$ cat src/rtl/lobster_fetch.sv
// lobster_fetch: sequential instruction prefetcher feeding a small in-order queue.
// Keeps one SRAM read outstanding at a time. A redirect from the executor flushes
// the queue and restarts fetching at the 8-byte-aligned target.
// Optional build macro: LOBSTER_FETCH_PERF_EN adds the perf_words/perf_flush
// saturating event counters.
module lobster_fetch #(
    parameter int unsigned           ADDR_WIDTH = 36,
    parameter int unsigned           DEPTH      = 4,
    parameter logic [ADDR_WIDTH-1:0] RESET_PC   = 36'hF800
) (
    input  logic                  clk,
    input  logic                  rst,
    output logic                  mem_ce,
    output logic [ADDR_WIDTH-1:0] mem_addr,
    input  logic                  mem_rdy,
    input  logic [63:0]           mem_data,
    input  logic                  redir_valid,
    input  logic [ADDR_WIDTH-1:0] redir_pc,
    output logic                  inst_valid,
    output logic [63:0]           inst_data,
    output logic [ADDR_WIDTH-1:0] inst_pc,
    input  logic                  inst_ready
`ifdef LOBSTER_FETCH_PERF_EN
    ,
    output logic [31:0]           perf_words,
    output logic [15:0]           perf_flush
`endif
);

    localparam int unsigned           PTR_W      = $clog2(DEPTH);
    localparam int unsigned           CNT_W      = PTR_W + 1;
    localparam logic [CNT_W-1:0]      DEPTH_C    = CNT_W'(DEPTH);
    localparam logic [ADDR_WIDTH-1:0] STEP       = ADDR_WIDTH'(8);
    localparam logic [ADDR_WIDTH-1:0] ALIGN_MASK = ~ADDR_WIDTH'(7);

    typedef enum logic [1:0] {
        IDLE,
        REQ,
        DRAIN
    } state_t;

    state_t                  state;
    state_t                  state_next;
    logic [ADDR_WIDTH-1:0]   fetch_pc;
    logic [ADDR_WIDTH-1:0]   fetch_next;
    logic [ADDR_WIDTH-1:0]   addr_next;
    logic                    addr_load;
    logic [ADDR_WIDTH-1:0]   redir_al;
    logic [ADDR_WIDTH-1:0]   pc_inc;

    logic [63:0]             q_data [DEPTH];
    logic [ADDR_WIDTH-1:0]   q_pc   [DEPTH];
    logic [PTR_W-1:0]        rd_ptr;
    logic [PTR_W-1:0]        wr_ptr;
    logic [CNT_W-1:0]        count;
    logic [CNT_W-1:0]        count_after_push;
    logic                    push;
    logic                    pop;

    assign redir_al         = redir_pc & ALIGN_MASK;
    assign pc_inc           = fetch_pc + STEP;
    assign pop              = inst_valid & inst_ready & ~redir_valid;
    assign count_after_push = count + CNT_W'(1) - CNT_W'(pop);

    assign inst_valid = (count != '0);
    assign inst_data  = q_data[rd_ptr];
    assign inst_pc    = q_pc[rd_ptr];

    // Fetch FSM state, fetch pointer and the held request address.
    always_ff @(posedge clk) begin
        if (rst) begin
            state    <= IDLE;
            fetch_pc <= RESET_PC;
            mem_addr <= '0;
        end else begin
            state    <= state_next;
            fetch_pc <= fetch_next;
            if (addr_load) begin
                mem_addr <= addr_next;
            end
        end
    end

    // Next-state, request strobe and push decision. A new request is only
    // issued while a queue slot is free, which reserves room for its response.
    always_comb begin
        state_next = state;
        fetch_next = fetch_pc;
        addr_load  = 1'b0;
        addr_next  = fetch_pc;
        push       = 1'b0;
        mem_ce     = 1'b0;
        case (state)
            IDLE: begin
                if (redir_valid) begin
                    fetch_next = redir_al;
                    addr_load  = 1'b1;
                    addr_next  = redir_al;
                    state_next = REQ;
                end else if (count < DEPTH_C) begin
                    addr_load  = 1'b1;
                    addr_next  = fetch_pc;
                    state_next = REQ;
                end
            end
            REQ: begin
                mem_ce = 1'b1;
                if (redir_valid) begin
                    fetch_next = redir_al;
                    if (mem_rdy) begin
                        // Response is stale: drop it and restart immediately.
                        addr_load  = 1'b1;
                        addr_next  = redir_al;
                        state_next = REQ;
                    end else begin
                        state_next = DRAIN;
                    end
                end else if (mem_rdy) begin
                    push       = 1'b1;
                    fetch_next = pc_inc;
                    if (count_after_push < DEPTH_C) begin
                        addr_load = 1'b1;
                        addr_next = pc_inc;
                    end else begin
                        state_next = IDLE;
                    end
                end
            end
            DRAIN: begin
                mem_ce = 1'b1;
                if (redir_valid) begin
                    fetch_next = redir_al;
                end
                if (mem_rdy) begin
                    // Queue was flushed on entry, so a slot is always free here.
                    addr_load  = 1'b1;
                    addr_next  = fetch_next;
                    state_next = REQ;
                end
            end
            default: begin
                state_next = IDLE;
            end
        endcase
    end

    // Prefetch queue storage and occupancy; a redirect flushes everything.
    always_ff @(posedge clk) begin
        if (rst) begin
            rd_ptr <= '0;
            wr_ptr <= '0;
            count  <= '0;
            for (int unsigned i = 0; i < DEPTH; i++) begin
                q_data[i[PTR_W-1:0]] <= '0;
                q_pc[i[PTR_W-1:0]]   <= '0;
            end
        end else if (redir_valid) begin
            rd_ptr <= '0;
            wr_ptr <= '0;
            count  <= '0;
        end else begin
            if (push) begin
                q_data[wr_ptr] <= mem_data;
                q_pc[wr_ptr]   <= mem_addr;
                wr_ptr         <= wr_ptr + PTR_W'(1);
            end
            if (pop) begin
                rd_ptr <= rd_ptr + PTR_W'(1);
            end
            count <= count + CNT_W'(push) - CNT_W'(pop);
        end
    end

`ifdef LOBSTER_FETCH_PERF_EN
    // Saturating counters of accepted words and redirect events.
    always_ff @(posedge clk) begin
        if (rst) begin
            perf_words <= '0;
            perf_flush <= '0;
        end else begin
            if (push && (perf_words != '1)) begin
                perf_words <= perf_words + 32'd1;
            end
            if (redir_valid && (perf_flush != '1)) begin
                perf_flush <= perf_flush + 16'd1;
            end
        end
    end
`endif

endmodule

$ cat config.mk
export PLATFORM = sky130hd
export DESIGN_NAME = lobster_fetch
export DESIGN_NICKNAME = d
export VERILOG_FILES = /design/src/rtl/lobster_fetch.sv
export SDC_FILE = /design/constraint.sdc
export NUM_CORES = 1
export LEC_CHECK = 0
export BUFFER_PORTS_ARGS = -buffer_cell sky130_fd_sc_hd__clkbuf_2
export CORE_MARGIN = 5
export CORE_UTILIZATION = 59
export CTS_BUF_LIST = sky130_fd_sc_hd__clkbuf_16
export DETAILED_ROUTE_END_ITERATION = 12
export PLACE_DENSITY = 0.76
export SKIP_CTS_REPAIR_TIMING = 1
export SLEW_MARGIN = 20
export SYNTH_ARGS = -nofsm -noshare
export SYNTH_HDL_FRONTEND = slang
export SYNTH_SLANG_ARGS = --single-unit
$ cat constraint.sdc
create_clock -name clk -period 14 [get_ports clk]
set_input_delay 2.1 -clock clk [delete_from_list [all_inputs] [get_ports clk]]
set_output_delay 2.1 -clock clk [all_outputs]
set_load 0.05 [all_outputs]
* Word-level counts from Yosys, hierarchy flattened *
Memories as Yosys holds them, arrays and structs flattened. A register that Yosys moved wholly into a read port is not among the register bits.
Cells that the tools add are included.

storage, ports and cells
  register bits = 81
  bits in latches = 0
  bits in writable memories = 400
  bits in read-only memories = 0
  bits of input ports = 105
  output and inout port bits = 138
  word-level logic and storage cells = 80
  memories kept = 2

memories
  memory  words  width  read ports  clocked after Yosys merged registers in  write ports  line  RTL
  q_data  4      64     1           1                                        4            51    logic [63:0] q_data [DEPTH];
  q_pc    4      36     1           1                                        4            52    logic [ADDR_WIDTH-1:0] q_pc [DEPTH];

operators by class
  add/subtract/negate cells = 7
  multipliers = 0
  div/mod/pow operators = 0
  magnitude comparators = 2
  equality and inequality tests = 6
  shift-type cells = 0
  muxes and demuxes = 44
  bitwise operators = 3
  reduce and logical (&&, ||, !) cells = 10

operators with widths
  kind                                               number
  2-to-1 mux 36 bit                                  9
  case mux 36 bit (3 select lines)                   1
  case mux 36 bit (2 select lines)                   1
  2-to-1 mux 64 bit                                  1
  OR reduction 64 bit                                1
  adder 36 x 4 -> 36 bit, second input constant      1
  OR reduction 36 bit                                1
  2-to-1 mux 2 bit                                   13
  2-to-1 mux 1 bit                                   17
  inequality test 3 bit, second input constant       3
  less-than comparator 3 bit, second input constant  2
  case mux 2 bit (3 select lines)                    1
  OR reduction 2 bit                                 3
  subtractor 3 x 1 -> 3 bit                          2
  adder 2 x 1 -> 2 bit, second input constant        2
  AND reduction 4 bit                                1
  adder 3 x 1 -> 3 bit                               1
  adder 3 x 1 -> 3 bit, second input constant        1
  case mux 1 bit (3 select lines)                    1
  nonzero test 3 bit                                 1
  AND 1 bit                                          2
  == test 2 x 1 -> 1 bit, second input constant      1
  == test 2 bit, second input constant               1
  logical NOT 2 bit                                  1
  other kinds (4)                                    4

* Logic depth before layout (Yosys ltp) *
  depth after elaboration = 9
  depth in mapped cells = 14
  depth with buffers taken out = 12

* Least setup slack after synthesis *
OpenSTA, ideal clock, no wires.

  kind = in2reg
  start = in mem_rdy
  end = mem q_data[3][0] (enable)
  setup time = 0.697 ns
  arrival time = 9.873 ns
  data required time = 13.303 ns
  setup slack = 3.430 ns
  stages on the path = 5
  buffers on the path = 3
  cells stage by stage = buf_4 > buf_2 > buf_1 > nand3_1 > o21ai_0

RTL lines
  element             line  RTL
  start: declaration  15    input logic mem_rdy,
  end: declaration    51

==> results.json <==
{
  "numClockSinks": 483,
  "dieHeight_um": 206,
  "yosysWarnings": 0,
  "drt_iter0_drc": 1643,
  "finalHoldViolations": 0,
  "synth.top_cell.area_share_pct": 53.2,
  "via_per_inst": 6.24,
  "wl_met3_mm": 5.85,
  "tightest_slew_ns": 1.09,
  "crit_top_cell": "buf_4",
  "cts_tree": "done",
  "core.rowCount": 71,
  "relSlewSlack_pct": 26.9,
  "ir_worst_vdd_v": 0.000110,
  "finalClockSkew_ns": 0.0189,
  "drt_pre_antenna_iters": 7,
  "hold_start": "fetch_pc[0]",
  "clockBufferDepth": 3,
  "path_clk_slew_ns": 0.06,
  "grt_pass1_vias": 15900,
  "ys_seq_area_share_pct": 60.5,
  "netlist_instances": 1804,
  "grt_overflow": 0,
  "placed_area_mm2": 0.0242,
  "multiInputGateArea_mm2": 0.00810,
  "htreeDepth": 2,
  "fin_total_pwr_w": 0.00350,
  "r2r_end": "q_data[2][20]",
  "dp_hpwl_mm": 35.4,
  "holdPathEnd": "mem_addr[0]",
  "seq_area_mm2": 0.0137,
  "tns_ns": 0,
  "antenna_found_initial": 1,
  "wl_per_cell_um": 23.5,
  "synthArstFlopShare_pct": 0,
  "crit_slowest_cell": "buf_4",
  "vias": 15800,
  "gr-usage-all-layers_pct": 28.2,
  "synth_top_cell_by_area": "edfxtp_1",
  "r2r_slack_ns": 9.73,
  "power.leakage_nw": 10.1,
  "route.detailed.drc": 0,
  "arrival_ns": 3.71,
  "post-route-period-util_pct": 41.5,
  "worst_setup_path_end_kind": "output port",
  "synth_area_mm2": 0.0226,
  "path_buf_inv": 3,
  "wl_met1_mm": 22.9,
  "min_path_type": "register to register",
  "setup_viol": 0,
  "cts_buffers": 50,
  "cap_violations": 0,
  "start_util_pct": 59.8,
  "outcome": "completed",
  "routabilityCongestion": 0.936,
  "dr.max_layer_used": "met5",
  "min_path_cells": 2,
  "n_fill_cell": 2658,
  "root_buffer": "clkbuf_16",
  "area_growth_pct": 14.4,
  "cp_top_family": "buffers and inverters",
  "path_cells": "buf_4 > buf_4 > mux4_2 > clkbuf_2",
  "ys_seq_elements": 483,
  "wl_met2_mm": 29.0,
  "routed_wl_mm": 59.7,
  "yosysMostFrequentCell": "edfxtp_1",
  "period_minus_slack_ns": 5.81,
  "die_area_mm2": 0.0423,
  "holdWs_ns": 0.494,
  "syn_avg_cell_area_um2": 12.5,
  "cpPeakStageDelay_ns": 0.77,
  "critPathMaxFanout": 40,
  "synth_common_cells": "400 x edfxtp_1, 246 x nor2_1, 176 x and2_1",
  "ys_types": 79,
  "synth_nets": 1917,
  "synth_edf_count": 400,
  "port_buffers": 239,
  "power_density_mw_per_mm2": 136,
  "rsz0062_at_grt": "false",
  "timing.fmax_mhz": 172,
  "nNetsFinal": 2095,
  "ys_top_cells_by_area": "edfxtp_1 53%, mux4_2 10%, dfxtp_1 7.4%",
  "die_w_um": 206,
  "core_area_mm2": 0.0378,
  "cp.required_ns": 11.90,
  "slew_violations": 0,
  "drtAntennaViolNets": 0,
  "reg2reg_from": "state[1]",
  "drive_above_1_share_pct": 24.5,
  "synthFlopType": "edfxtp_1",
  "worstSetupPathType": "register to output port",
  "cp-start-kind": "register",
  "grt_pass1_wl_mm": 91.4,
  "dp_cells": 2441,
  "fin_cells": 2536,
  "io_pins": 243,
  "reg2reg_depth": 7,
  "clk_latency_ns": 0.58,
  "stdcell_area_mm2": 0.0258,
  "grt_max_degree": 89
}
==> worst max-delay path by stage <==
| stage | start | cells after the start | end | slack, ns |
|---|---|---|---|---|
| after detailed placement | rst | 8 | q_pc[2][4] | 7.97 |
| after CTS | register | 4 | inst_pc[20] | 8.01 |
| after global placement | rst | 8 | q_data[2][16] | 8.01 |
| after global routing | register | 4 | inst_pc[20] | 7.81 |
| final | register | 4 | inst_pc[18] | 8.19 |
| after floorplan | mem_rdy | 5 | q_data[3][0] | 3.43 |
==> through the flow <==
step	utilization [%]	worst slack, ns
after floorplan	-	3.43
after global placement	64.0	8.01
after detailed placement	64.0	7.97
after CTS	68.4	8.01
after global routing	68.5	7.81
final	68.5	8.19
==> report_power, final <==
part | total (W) | internal (W) | switching, W
sequential | 0.00169 | 0.00163 | 0.0000624
clock | 0.00135 | 0.000792 | 0.000556
combinational | 0.000462 | 0.000124 | 0.000339
total | 0.00350 | 0.00255 | 0.000957
==> state kept, by name, indices dropped and copies added, names as in the netlist, named ones only <==
name      cells
q_data      256
wr_ptr        2
fetch_pc     36
state         2
count         3
rd_ptr        2
q_pc        144
mem_addr     36
==> cell usage in the layout, fill, tap and decap left out, types with 10 or more instances in the layout <==
master / count
a211oi_1: 32
a21oi_1: 47
a221oi_1: 31
a31oi_1: 10
and2_1: 176
and3_1: 20
buf_4: 28
clkbuf_16: 51
clkbuf_2: 239
clkinv_1: 11
clkinv_2: 14
dfxtp_1: 81
edfxtp_1: 400
inv_1: 99
mux4_2: 100
nand2_1: 128
nand3_1: 31
nand4_1: 17
nor2_1: 239
o21ai_0: 44
==> per-layer routing <==
metal	global-route usage (%)	vias to the layer above
met5	0	-
met4	8.83	2
met3	5.94	156
met2	46.7	832
met1	37.8	7772
li1	-	7058
==> cell type report <==
type                       count  area share (%)
tap                          511            2.47
inverter                      96            1.39
clock buffer                  51            4.94
antenna                        2          0.0194
clock inverter                42            1.50
timing repair buffer         267            5.44
sequential                   483            52.9
multi-input combinational   1084            31.3
==> cell families after synthesis <==
kind of cell | count (synthesis) | synth area share, %
AND/OR/NAND/NOR | 679 | 15.2
buffers and inverters | 237 | 4.17
XOR/XNOR | 9 | 0.382
AO/OA/AOI/OAI | 275 | 8.74
flip-flops | 483 | 60.5
multiplexers | 113 | 10.6
adder cells (fa/ha/maj) | 8 | 0.476
==> tightest hold or removal path, stage by stage (launching register included) <==
cell     delay, ns
dfxtp_1       0.32
nand3_1       0.07
a21oi_1       0.06
Note: power is estimated with default switching activity, not from simulation.
